$ cat src/rtl/regfile.sv
// MIPS register file: 32 x 32, two combinational read ports, one synchronous write port, r0 = 0.
// Latency: reads are combinational; a write is visible on the read ports after the writing edge.
// Backpressure: none; a write is accepted on every rising edge with we high and rst_s high.
module regfile #(
  parameter int DATA_W = 32,
  parameter int ADDR_W = 5
) (
  input  logic              clk,
  input  logic              rst_s,
  input  logic              we,
  input  logic [ADDR_W-1:0] raddr_1,
  input  logic [ADDR_W-1:0] raddr_2,
  input  logic [ADDR_W-1:0] waddr,
  input  logic [DATA_W-1:0] wdata,
  output logic [DATA_W-1:0] rdata_1,
  output logic [DATA_W-1:0] rdata_2
);

  localparam int REGS = 2 ** ADDR_W;

  logic [DATA_W-1:0] mem_q [REGS];
  logic              wr_fire;

  // Register 0 reads as zero regardless of what the storage holds.
  function automatic logic [DATA_W-1:0] rd_mux(input logic [ADDR_W-1:0] addr,
                                               input logic [DATA_W-1:0] stored);
    return (addr == '0) ? '0 : stored;
  endfunction

  // Writes to r0 are dropped here, so r0's storage stays at its reset value.
  assign wr_fire = we && (waddr != '0);

  // Storage: async clear on reset, single write per edge, no read bypass.
  always_ff @(posedge clk or negedge rst_s) begin
    if (!rst_s) begin
      for (int i = 0; i < REGS; i++) begin
        mem_q[i] <= '0;
      end
    end else if (wr_fire) begin
      mem_q[waddr] <= wdata;
    end
  end

  assign rdata_1 = rd_mux(raddr_1, mem_q[raddr_1]);
  assign rdata_2 = rd_mux(raddr_2, mem_q[raddr_2]);

endmodule

$ cat config.mk
export PLATFORM = sky130hd
export DESIGN_NAME = regfile
export DESIGN_NICKNAME = d
export VERILOG_FILES = /design/src/rtl/regfile.sv
export SDC_FILE = /design/constraint.sdc
export NUM_CORES = 2
export LEC_CHECK = 0
export CAP_MARGIN = 20
export CORE_MARGIN = 5
export CORE_UTILIZATION = 60
export DETAILED_ROUTE_END_ITERATION = 10
export PLACE_DENSITY_LB_ADDON = 0.08
export SETUP_SLACK_MARGIN = 0.05
export SYNTH_ARGS = -nofsm -noshare
export SYNTH_HDL_FRONTEND = slang
export SYNTH_SLANG_ARGS = --single-unit
$ cat constraint.sdc
create_clock -name clk -period 2.63 [get_ports clk]
set_input_delay 0.3945 -clock clk [delete_from_list [all_inputs] [get_ports clk]]
set_output_delay 0.3945 -clock clk [all_outputs]
set_load 0.02 [all_outputs]
==> impl_results.md <==
* Failing checks: setup timing
* Element type at the critical path end: output port
* Area grow syn2layout at 21.9%
* Cell count along the critical path at 6
* Synth Net Count at 3671
* Post-synthesis sequential area ratio at 47.1%
* Most frequent cells in the layout: dfrtp_1 (1024), mux2_2 (997), mux4_2 (448), buf_4 (425), mux2i_1 (128)
* RSZ-0062 raised after global routing: yes
* Worst r2r path cells at 2
* Largest register FFs at 1024
* Critical path data arrival time at 2420 ps
* Cells after Synth at 3621
* Buffers on Ports at 113
* Total Wirelength at 186000 um
* Synth Flop Type: dfrtp_1
* Fmax achieved at 0.355 GHz
* I/O pin cnt at 114
* Crit path largest cell delay at 470 ps
* CTS tree: done
* Most flop-heavy register: mem_q
* Number of synthesized flops with an enable pin at 0
* Worst Path Buf+Inv at 2
* H-tree depth at 3
* DIE AREA at a little under 100000 sq um
* Share of the synthesized area in the top cell type at approximately 47%
* Routability cong. at slightly below 0.9
* Delay-heaviest family, CP: multiplexers
* Final Skew at 0 ps
* Final setup margin at -189 ps
* Largest net degree at the start of global routing at 113
* Worst hold path type: primary input to async pin
* Initial antenna violation count at 3
* FF/Latch Area at 25600 sq um
* Total GRT Usage at 38.3%
* Max-slew violation count at 0
* Via density at 7.20
* Clock transition at path regs at 60 ps
* Crit Path Category: flip-flop to output port
* Crit path required time at 2240 ps
* Initial DRC Count at 3732
* Ys async rst share at 100%
* Fillcell total at 5522
* Total congestion overflow at 0
* Max cap viols at 0
* Pwr Density at 731 nW/um^2
* First-pass GRT wire length at 275000 um
* Slowest stage cell, crit path: mux4_2
* Multi-input logic area at 28600 sq um
* Max FO, Critical Path at 3
* Core Region at approximately 90000 sq um
* Critical path, cell by cell: mux4_2 > nor2b_4 > a211oi_2 > buf_4 > a311oi_4 > buf_6
* Final core area utilization at 73.7%
* Commonest non-fill, non-tap cell in the layout: dfrtp_1
* Final worst path period share at 107%
* Startpoint class of the critical path: flip-flop
* Biggest regs: mem_q: 1024 flops
* Static leakage at 0.0288 uW
* Synthesized area at ~54000 sq um
* DRC at 0
* Relative slew slack at between 20% and 30%
* CTS buffer count at 112
* Synth area leader: dfrtp_1
* TNS Setup at -4000 ps
* Via count at 37.5k
* Clock Sink Count at 1024
* Die height at just over 300 um
* Vias in the first global route at between 40k and 50k
* Clk root buf: clkbuf_16
* Hpwl dp at 118000 um
* Seq cells post-synth at 1024
* Initial core utilization at 60.4%
* Routed len/inst at around 36 um
* Tmin final at 2820 ps
* Top post-synthesis cells by area: dfrtp_1 (47%), mux2_2 (22%), mux4_2 (19%), mux2i_1 (2.4%), buf_2 (1.6%)
* Final setup vio count at 61
* Deepest clock path buffer count at 3
* Post-synthesis average cell area at 15.0 sq um
* Max VDD drop at 0.000564 V
* Drt first pass iters at 7
* Die Span X at 311 um
* Rows at 110
* Worst-margin pin slew at ~1100 ps
* Routed Antenna Nets at 0
* Final hold vios at 0
* Post-synthesis cell type count at 35
* Outcome: finished with violations
* Layout net count at 3992
* Worst skew pair latency at 690 ps
* Ys Warns at 0
* Share of layout cells above drive strength 1 at 62.9%
-- report_power, final --
part           internal [uW]  switching [uW]
Sequential             18800            2280
Clock                   9680            6600
Combinational           6550            4600
-- routing by layer --
metal / track usage (%) / share of wire, %
met3: 10.3 / 11
met5: 0 / 0.010
met1: 52.6 / 38
met2: 57.3 / 45
met4: 19.3 / 6.1
-- cell usage after synthesis (2+ instances only) --
cell type,number
mux4_2,448
nor3b_1,2
nand4b_1,3
inv_1,2
or2_2,2
or3_1,3
dfrtp_1,1024
clkbuf_1,223
o21ai_1,9
nand2b_1,5
a221oi_1,46
buf_2,170
nand2_1,49
or4_1,2
a311oi_1,64
buf_4,34
mux2_1,10
nor3_1,3
mux2_2,1046
nor2b_1,71
o2111ai_1,18
a22oi_1,64
o21ai_0,101
a211oi_1,64
nor2_1,19
mux2i_1,128
buf_1,3
-- cells by family (layout without fill, tap and decap cells) --
family / Yosys count / after routing / share of synthesized area [%]
multiplexers: 1632 / 1632 / 42.8
other: 0 / 2 / 0
flip-flops: 1024 / 1024 / 47.1
AND/OR/NAND/NOR: 165 / 165 / 1.61
buffers and inverters: 434 / 848 / 3.63
AO/OA/AOI/OAI: 366 / 366 / 4.84
-- final cells by class --
type / count / area share [%]
tap: 1176 / 2.22
clock inverter: 38 / 0.668
timing repair buffer: 639 / 10.2
sequential: 1024 / 38.6
antenna: 2 / 0.00755
inverter: 2 / 0.0151
clock buffer: 169 / 5.08
multi-input combinational: 2163 / 43.1
-- final timing paths --
path                        startpoint           to  slack, ps
setup / recovery            mem_q[950]  rdata_1[22]       -190
hold / removal                   rst_s   mem_q[218]        250
setup reg to reg            mem_q[312]   mem_q[312]       1670
hold reg to reg            mem_q[1013]  mem_q[1013]        390
max in group asynchronous        rst_s    mem_q[37]       1310
min in group clk           mem_q[1013]  mem_q[1013]        390
-- stage by stage --
| stage | area, sq um | std cells | power, uW | hold slack (ps) | setup WS (ps) |
|---|---|---|---|---|---|
| 6_report | 66300 | 5213 | 48500 | 252 | -189 |
| 5_1_grt | 66300 | 5212 | 50200 | 289 | -268 |
| 4_1_cts | 65600 | 5201 | 48100 | 246 | -182 |
| 3_5_place_dp | 60300 | 4967 | 31300 | 379 | -569 |
| 3_3_place_gp | 60300 | 4967 | 30500 | 371 | -587 |
| 2_1_floorplan | 54400 | 3621 | 27500 | 98.9 | 172 |
-- worst reg2reg max path, delay by kind of cell, from the launching register on --
family	cells	cell delay [ps]
flip-flops	1	400
multiplexers	1	290
buffers and inverters	1	150
-- repair_timing --
item,CTS,global route
hold buffers,1,0
cloned,3,1
pin swaps,57,54
endpoints found under the setup margin,64,64
endpoints found under the hold margin,31,0
gates resized for setup,503,132
setup buffers,32,10
No activity file was read; power rests on OpenSTA's default activity.
